<file path="src/rtl/bt_pipelined_addsub.sv">
// rtl/bt_pipelined_addsub.sv - pipelined carry-slice adder/subtractor with valid/ready handshake (optional saturation: BT_ADDSUB_SATURATE_EN)
module bt_pipelined_addsub #(
  parameter int WIDTH  = 64,
  parameter int STAGES = 4
) (
  input  logic             clk,
  input  logic             rst_n,
  input  logic             in_valid,
  output logic             in_ready,
  input  logic [WIDTH-1:0] a,
  input  logic [WIDTH-1:0] b,
  input  logic             sub,
`ifdef BT_ADDSUB_SATURATE_EN
  input  logic             sat,
`endif
  output logic             out_valid,
  input  logic             out_ready,
  output logic [WIDTH-1:0] result,
  output logic             cout,
  output logic             overflow,
  output logic             negative,
  output logic             zero
);

  // Refuse to elaborate when the operand cannot be split into equal slices.
  generate
    if ((STAGES < 1) || ((WIDTH % STAGES) != 0)) begin : g_bad_cfg
      $error("bt_pipelined_addsub: WIDTH must be a non-zero multiple of STAGES");
    end
  endgenerate

  localparam int SW   = WIDTH / STAGES;
  localparam int LAST = STAGES - 1;

  // Stage s holds the operands plus result slices 0..s-1 and the carry into slice s.
  // Stage 0 is the operand capture register; the output register sits after stage LAST.
  logic [STAGES-1:0] v_q, v_d;
  logic [STAGES-1:0] c_q, c_d;
  logic [STAGES-1:0] sat_q, sat_d;
  logic [WIDTH-1:0]  a_q  [STAGES];
  logic [WIDTH-1:0]  a_d  [STAGES];
  logic [WIDTH-1:0]  bx_q [STAGES];
  logic [WIDTH-1:0]  bx_d [STAGES];
  logic [WIDTH-1:0]  r_q  [STAGES];
  logic [WIDTH-1:0]  r_d  [STAGES];

  logic             ov_q, ov_d;
  logic [WIDTH-1:0] res_q, res_d;
  logic             cout_q, cout_d;
  logic             ovf_q, ovf_d;
  logic             neg_q, neg_d;
  logic             zero_q, zero_d;

  logic             advance;
  logic             sat_in;
  logic [SW:0]      slice_sum;
  logic [SW:0]      fin_sum;
  logic [WIDTH-1:0] raw_res;
  logic             ovf_raw;

`ifdef BT_ADDSUB_SATURATE_EN
  assign sat_in = sat;
`else
  assign sat_in = 1'b0;
`endif

  // The whole pipe moves as one; a full output register that is not taken freezes every stage.
  assign in_ready = !ov_q || out_ready;
  assign advance  = in_ready;

  // Next state of the slice stages: capture operands, then add one slice per stage.
  always_comb begin
    v_d       = '0;
    c_d       = '0;
    sat_d     = '0;
    slice_sum = '0;
    for (int s = 0; s < STAGES; s++) begin
      a_d[s]  = '0;
      bx_d[s] = '0;
      r_d[s]  = '0;
    end

    // Bubbles carry zero data so nothing stale ever reaches the output.
    v_d[0]   = in_valid;
    c_d[0]   = in_valid & sub;
    sat_d[0] = in_valid & sat_in;
    a_d[0]   = in_valid ? a : '0;
    bx_d[0]  = in_valid ? (b ^ {WIDTH{sub}}) : '0;

    for (int s = 1; s < STAGES; s++) begin
      slice_sum = {1'b0, a_q[s-1][(s-1)*SW +: SW]}
                + {1'b0, bx_q[s-1][(s-1)*SW +: SW]}
                + {{SW{1'b0}}, c_q[s-1]};
      v_d[s]   = v_q[s-1];
      sat_d[s] = sat_q[s-1];
      a_d[s]   = a_q[s-1];
      bx_d[s]  = bx_q[s-1];
      c_d[s]   = slice_sum[SW];
      r_d[s]   = r_q[s-1];
      r_d[s][(s-1)*SW +: SW] = slice_sum[SW-1:0];
    end
  end

  // Top slice, flags and optional clamp feeding the output register.
  always_comb begin
    fin_sum = {1'b0, a_q[LAST][LAST*SW +: SW]}
            + {1'b0, bx_q[LAST][LAST*SW +: SW]}
            + {{SW{1'b0}}, c_q[LAST]};
    raw_res = r_q[LAST];
    raw_res[LAST*SW +: SW] = fin_sum[SW-1:0];

    ovf_raw = (~a_q[LAST][WIDTH-1] & ~bx_q[LAST][WIDTH-1] &  raw_res[WIDTH-1])
            | ( a_q[LAST][WIDTH-1] &  bx_q[LAST][WIDTH-1] & ~raw_res[WIDTH-1]);

    res_d = raw_res;
    if (sat_q[LAST] && ovf_raw) begin
      res_d = a_q[LAST][WIDTH-1] ? {1'b1, {(WIDTH-1){1'b0}}} : {1'b0, {(WIDTH-1){1'b1}}};
    end
    if (!v_q[LAST]) begin
      res_d = '0;
    end

    ov_d   = v_q[LAST];
    cout_d = v_q[LAST] & fin_sum[SW];
    ovf_d  = v_q[LAST] & ovf_raw;
    neg_d  = v_q[LAST] & res_d[WIDTH-1];
    zero_d = v_q[LAST] & (res_d == '0);
  end

  // Pipeline registers: cleared asynchronously, advanced only when the output can move.
  always_ff @(posedge clk or negedge rst_n) begin
    if (!rst_n) begin
      v_q    <= '0;
      c_q    <= '0;
      sat_q  <= '0;
      for (int s = 0; s < STAGES; s++) begin
        a_q[s]  <= '0;
        bx_q[s] <= '0;
        r_q[s]  <= '0;
      end
      ov_q   <= 1'b0;
      res_q  <= '0;
      cout_q <= 1'b0;
      ovf_q  <= 1'b0;
      neg_q  <= 1'b0;
      zero_q <= 1'b0;
    end else if (advance) begin
      v_q    <= v_d;
      c_q    <= c_d;
      sat_q  <= sat_d;
      for (int s = 0; s < STAGES; s++) begin
        a_q[s]  <= a_d[s];
        bx_q[s] <= bx_d[s];
        r_q[s]  <= r_d[s];
      end
      ov_q   <= ov_d;
      res_q  <= res_d;
      cout_q <= cout_d;
      ovf_q  <= ovf_d;
      neg_q  <= neg_d;
      zero_q <= zero_d;
    end
  end

  assign out_valid = ov_q;
  assign result    = res_q;
  assign cout      = cout_q;
  assign overflow  = ovf_q;
  assign negative  = neg_q;
  assign zero      = zero_q;

endmodule

</file>
<file path="config.mk">
export PLATFORM = sky130hd
export DESIGN_NAME = bt_pipelined_addsub
export DESIGN_NICKNAME = d
export VERILOG_FILES = /design/src/rtl/bt_pipelined_addsub.sv
export SDC_FILE = /design/constraint.sdc
export NUM_CORES = 1
export LEC_CHECK = 0
export ABC_AREA = 0
export BUFFER_PORTS_ARGS = -buffer_cell sky130_fd_sc_hd__buf_2
export CORE_ASPECT_RATIO = 0.7
export CORE_MARGIN = 5
export CORE_UTILIZATION = 42
export CTS_CLUSTER_SIZE = 16
export DETAILED_ROUTE_END_ITERATION = 6
export PLACE_DENSITY = 0.67
export SLEW_MARGIN = 20
export SYNTH_ARGS = -nofsm -noshare
export SYNTH_HDL_FRONTEND = slang
export SYNTH_SLANG_ARGS = --single-unit
export TNS_END_PERCENT = 30
</file>
<file path="constraint.sdc">
create_clock -name clk -period 3.9 [get_ports clk]
set_input_delay 0.39 -clock clk [delete_from_list [all_inputs] [get_ports clk]]
set_output_delay 0.39 -clock clk [all_outputs]
set_load 0.03 [all_outputs]
</file>
==> results of run 1 <==
==> cell type report <==
class	instances	area share (%)
Tap cell	684	3.385
Clock inverter	20	1.168
Sequential cell	492	48.70
Multi-Input combinational cell	1778	35.22
Clock buffer	69	5.671
Inverter	42	0.6532
Timing Repair Buffer	226	5.206
==> layout by cell type, fill, tap and decap left out, types with 4 or more instances in the layout <==
master	count
buf_2	200
fa_1	8
o21ai_1	42
clkbuf_1	9
dlygate4sd3_1	7
nand3_1	122
xor2_1	10
nor3_1	17
nor2_1	60
a21oi_1	43
clkbuf_8	9
bufinv_16	7
or3_1	18
buf_4	11
a21o_1	13
nor2b_1	5
a211oi_1	7
o31ai_1	27
inv_1	39
o21a_1	18
clkinv_2	7
nand2_1	1066
o21ai_0	78
nand2b_1	4
nor3b_1	7
nor4_1	10
clkbuf_16	51
o211a_1	5
buf_12	6
and3_1	5
o311ai_1	4
xnor2_1	80
ha_1	61
dfrtp_1	491
a31oi_1	7
o31a_1	4
nand4_1	5
nand3b_1	4
o21bai_1	6
==> worst min-delay path, cell delays in order <==
cell     delay [ps]
buf_2            80
nand3_1          60
nand2_1          60
==> per-stage QoR <==
stage                     instances  cell area (µm²)  total power (µW)  setup WS (ps)
final                          3311            25280             19350          557.8
after global routing           3311            25280             20740          202.2
after CTS                      3310            25260             19540          605.9
after detailed placement       3214            23460             14400          631.6
after global placement         3214            23460             14150          677.2
after floorplan                2442            21860             12420           1020
==> layer usage <==
layer | vias up | global-route usage [%]
li1 | 8244 | -
met1 | 8053 | 27.68
met2 | 364 | 26.58
met3 | 76 | 3.558
met4 | 0 | 4.243
met5 | - | 0
==> final timing paths <==
check | depth (start not counted) | slack [ps] | end
hold / removal | 3 | 40 | a_d[170]
max in group asynchronous | 3 | 2380 | result[56]
min in group asynchronous | 2 | 380 | result[15]
setup / recovery | 12 | 560 | r_d[78]
hold reg to reg | 2 | 460 | result[7]
setup reg to reg | 12 | 560 | r_d[78]
==> sequential cells by signal (all words and copies together) (netlist names), 4 cells and up <==
register / cells
a_d: 144
bx_d: 144
result: 64
r_d: 48
r_q: 48
a_q: 16
bx_q: 16
c_q: 4
v_q: 4
==> timing repair <==
action,in CTS,in global routing
resized for setup,0,0
hold buffers,7,0
endpoints found under the hold margin,66,0
==> where the power goes <==
| part | total (µW) | switching [µW] | internal [µW] |
|---|---|---|---|
| Clock | 5050 | 2020 | 3030 |
| Sequential | 7990 | 1100 | 6890 |
| Combinational | 6300 | 4110 | 2200 |
==> kinds of logic after synthesis <==
logic type / count (synthesis)
muxes: 2
adders and majority gates: 69
AOI/OAI and AO/OA: 284
buffers and inverters: 172
and+or+nand+nor: 1333
DFF: 492
xor gates and xnor gates: 90
==> cells in the mapped netlist (10+ instances only) <==
library cell	count	area, µm²
xnor2_1	80	700.7
inv_1	39	146.4
nor2_1	60	225.2
nor3_1	17	85.08
nor4_1	10	62.56
nand2_1	1067	4005
nand3_1	122	610.6
o21ai_1	42	210.2
dfrtp_1	492	12310
a21o_1	13	97.59
buf_1	11	41.29
clkbuf_1	117	439.2
ha_1	61	763.2
xor2_1	10	87.58
or3_1	18	112.6
o21a_1	18	135.1
a21oi_1	43	215.2
o21ai_0	78	390.4
o31ai_1	27	202.7
==> run summary, run 1 <==
Final period util - 85.70%
CP startpoint - c_q[0]
WP data required - 4410 ps
Post-Synth Adder-Cell Area - 4.225%
largest family of logic cells by synthesized area - simple AND/OR/NAND/NOR gates
maximum buffer depth of the clock tree - 3
Static Leak - 0.01325 µW
antenna violations before repair - 0
ys async rst share - 100.0%
maximum vdd drop - 0.3572 mV
area of the multi-input gates - 8905 µm²
initial drt markers - 1238
Ports - 203
# setup viols final - 0
Largest stage delay, worst path - 720 ps
Yosys warning total - 0
Skew-Pair Late Insertion Delay - 590 ps
top layer in use - met4
first-pass GRT wire length - 85530 µm
Clock Tree Root - clkbuf_16
Slew @ Worst Pin - 1098 ps
pin count of the biggest net entering global routing - 256
P per Cell Area - 765.2 nW/µm²
vias in the first global route - 16750
Die Ht - 200.9 µm
clock-pin slew of the registers on the worst-case setup and hold paths - 60 ps
Worst slew margin - 26.82%
r2r startpoint - c_q[0]
FMAX - 0.2992 GHz
vias post-DR - 16740
fill count - 4935
master of the slowest instance on the critical path - a2111oi_0
flops & latches, synth - 492
met2 wire len - 22530 µm
Tmin final - 3342 ps
Area Overhead vs Synth - 15.68%
top_reg_cell synth - dfrtp_1
register area share after synthesis - 56.33%
Worst EP arrival - 3850 ps
drt total wl - 51800 µm
Crit path max-delay family - compound AO/OA/AOI/OAI gates
diodes inserted - 0
metal3 WL - 2956 µm
Net count, final - 2791
M1 wire length - 25330 µm
WP buf/inv - 2
register area - 12310 µm²
H-Tree Depth - 2
multiplexer share of the synthesized area - 0.09732%
Avg Cell Area, Syn - 8.951 µm²
# rows - 70
GPL Wtd Cong - 0.8759
CP cell instances - inv_1, fa_1, inv_1, fa_1, a21o_1, a21oi_1, o21bai_1, a2111oi_0, or3_1, a311oi_1, or3_1, nand3_1
Initial Util - 42.15%
CTS buffer count - 49
wire per inst - 15.65 µm
Slew Limit Fails - 0
vias per cell - 5.055
die width - 282.7 µm
post-synthesis compound-gate area fraction - 8.152%
Mapped Nets - 2644
Core Area - 51850 µm²
number of antenna-violating nets in the routed design - 0
DRT Pass-1 Iters - 5
Sink Count - 492
Die Area - 56780 µm²
simple-gate share of the synthesized area - 24.62%
Fin Hold WS - 35.42 ps
hold path start - a[42]
Post-CTS Setup Bufs - 0
EDFF count, synth - 0
post-DP HPWL - 34520 µm
CP Capture Type - flop
crit path max fanout - 4
maxcap violations - 0
status - finished, final reports clean
total negative slack - 0 ps
CTS tree - done
clock skew - 20.34 ps
count of input and output buffers - 202
Startpoint Class - flop
WS Path Type - reg2reg
Cell variety after synth - 60
layout cells sized above 1 - 11.76%
GR Overflow Total - 0
mapped cell area - 21860 µm²
final hold vios - 0
Synth Area in XOR/XNOR - 3.606%
overall routing resource usage - 18.06%
worst hold path class - in2reg
Cells after Synth - 2442
DR DRC count - 0
final core area utilization - 48.76%
RSZ-0062 raised after global routing - no
Power figures use the tool's default switching activity.
==> run 2: changes to the inputs <==
--- a/config.mk
+++ b/config.mk
@@ -5,7 +5,7 @@
 export SDC_FILE = /design/constraint.sdc
 export NUM_CORES = 1
 export LEC_CHECK = 0
-export ABC_AREA = 0
+export ABC_AREA = 1
 export BUFFER_PORTS_ARGS = -buffer_cell sky130_fd_sc_hd__buf_2
 export CORE_ASPECT_RATIO = 0.7
 export CORE_MARGIN = 5
==> constraint.sdc (replaced) <==
create_clock -name clk -period 3.9 [get_ports clk]
set_input_delay 0.78 -clock clk [delete_from_list [all_inputs] [get_ports clk]]
set_output_delay 0.78 -clock clk [all_outputs]
set_load 0.03 [all_outputs]
==> run summary, run 2 <==
Worst EP arrival - 2840 ps
r2r startpoint - v_q[3]
commonest non-fill, non-tap cell in the layout - nand2_1
Avg Cell Area, Syn - 8.511 µm²
dominant cell type by area after synthesis - dfrtp_1
maxcap violations - 0
mapped cell area - 22290 µm²
Mapped Nets - 2821
Die Ht - 202.8 µm
Startpoint Class - flop
crit path max fanout - 31
total negative slack - 0 ps
P per Cell Area - 759.7 nW/µm²
Slew Limit Fails - 0
register area share after synthesis - 55.23%
wire per inst - 15.86 µm
Crit path max-delay family - simple AND/OR/NAND/NOR gates
drt total wl - 55310 µm
clock-pin slew of the registers on the worst-case setup and hold paths - 60 ps
clock skew - 9.982 ps
master of the slowest instance on the critical path - dfrtp_2
Clock Tree Root - clkbuf_16
Core Area - 52380 µm²
vias per cell - 4.937
number of antenna-violating nets in the routed design - 0
final core area utilization - 48.94%
CP startpoint - v_q[3]
setup ws final - 1580 ps
layout cells sized above 1 - 11.59%
post-DP HPWL - 38600 µm
EDFF count, synth - 0
Worst slew margin - 36.65%
top_reg_cell synth - dfrtp_1
worst hold path class - in2async
Tmin final - 2320 ps
Critical R2R Capture - zero
Slew @ Worst Pin - 950.2 ps
WP depth - 11
# rows - 70
Initial Util - 42.56%
flops & latches, synth - 492
Area Overhead vs Synth - 14.99%
Critical Path Sink - zero
Net count, final - 2966
pin count of the biggest net entering global routing - 149
FF-to-FF path depth - 11
Yosys warning total - 0
ys async rst share - 100.0%
DRT Pass-1 Iters - 5
CTS tree - done
top cells by area, synth - dfrtp_1 (55%), nand2_1 (18%), o21ai_0 (6.4%), ha_1 (3.4%), nand3_1 (3.2%)
CTS buffer count - 49
WP buf/inv - 1
diodes inserted - 0
Static Leak - 0.01329 µW
vias in the first global route - 17010
top-count cell post-synth - nand2_1
first-pass GRT wire length - 91320 µm
die width - 285.4 µm
Ports - 203
Die Area - 57860 µm²
maximum vdd drop - 0.3785 mV
Sink Count - 492
FMAX - 0.4311 GHz
overall routing resource usage - 19.17%
PnR Total Power - 19470 µW
Largest stage delay, worst path - 770 ps
Cells after Synth - 2619
Post-CTS Setup Bufs - 0
GR Overflow Total - 0
maximum buffer depth of the clock tree - 3
Yosys top cell area share - 55.23%
PostCTS Resize Cnt - 0
initial drt markers - 1434
H-Tree Depth - 2
# setup viols final - 0
count of input and output buffers - 202
CP cell instances - buf_4, nand2_1, nor2_1, nand2_1, nor2_1, nand2_1, nor2_1, nand3_1, nor2_1, nand4_1, nand2_1
Cell variety after synth - 35
final hold vios - 0
Placement Setup Slack - 1365 ps
antenna violations before repair - 0
Skew-Pair Late Insertion Delay - 580 ps
GPL Wtd Cong - 0.8724
DR DRC count - 0
vias post-DR - 17210
most frequent cells in the layout - nand2_1 (1064), dfrtp_1 (491), o21ai_0 (284)
fill count - 5026
CP Capture Type - flop
r2r setup slk - 1580 ps
status - finished, final reports clean
Final period util - 59.48%
WP data required - 4420 ps
RSZ-0062 raised after global routing - no
Post-synth top cells - nand2_1 (1066), dfrtp_1 (492), o21ai_0 (284)
WS Path Type - reg2reg
Post-CTS Hold Buffers - 0
[run 2: cell types whose count changed after synthesis, sizes merged, moves of 13 or more]
cell    change
a21o       -13
buf        +46
clkbuf     -46
inv       +114
nand3      +20
nor2       +13
nor3       -16
o21a       -18
o21ai     +169
o31ai      -21
or3        -18
[run 2: worst min path at each step]
stage,to,from,cells past startpoint,slack [ps]
global placement,r_d[4],r_d[4],2,450
global route,a_d[85],rst_n,1,210
floorplan,a_d[127],a_d[127],2,440
detailed placement,r_q[16],r_q[16],2,460
finish,a_d[85],rst_n,1,180
CTS,a_d[85],rst_n,1,190
[run 2: power breakdown]
part           internal (µW)  switching (µW)  total (µW)
clock                   2980            2030        5010
combinational           2100            4360        6460
sequential              6870            1130        8000
[run 2: worst register-to-register path, delay by kind of cell (launching register included)]
family                 cells  cell delay (ps)
AND/OR/NAND/NOR           10             1030
flip-flops                 1              770
buffers and inverters      1              450
[run 2: per-stage QoR]
step | instances | hold slack [ps] | area (µm²)
2_1_floorplan | 2619 | 442.2 | 22290
3_3_place_gp | 3397 | 453.6 | 23910
3_5_place_dp | 3397 | 458.3 | 23910
4_1_cts | 3487 | 188.6 | 25630
5_1_grt | 3487 | 213.5 | 25630
6_report | 3487 | 181.6 | 25630
[run 2: layout make-up]
class,count,area [µm²],share of cell area (%)
timing repair buffer,224,1326,5.174
sequential,492,12310,48.04
multi-input combinational,1841,8818,34.40
tap,684,855.8,3.339
clock buffer,71,1481,5.779
inverter,156,593.1,2.314
clock inverter,19,245.2,0.9567
[run 2: cells by family after synthesis]
family,count (synthesis),synth area share [%]
DFF,492,55.23
AOI/OAI and AO/OA,370,8.644
buffers and inverters,286,5.254
adders and majority gates,69,4.142
and+or+nand+nor,1320,23.51
xor gates and xnor gates,82,3.222
[run 2: metal layers]
layer / track usage [%] / up-vias / share of wire, %
met5: 0 / - / 0
met4: 3.408 / 0 / 1.4
met3: 3.726 / 55 / 5.5
met2: 27.76 / 331 / 42
met1: 30.23 / 8173 / 51
li1: - / 8655 / -
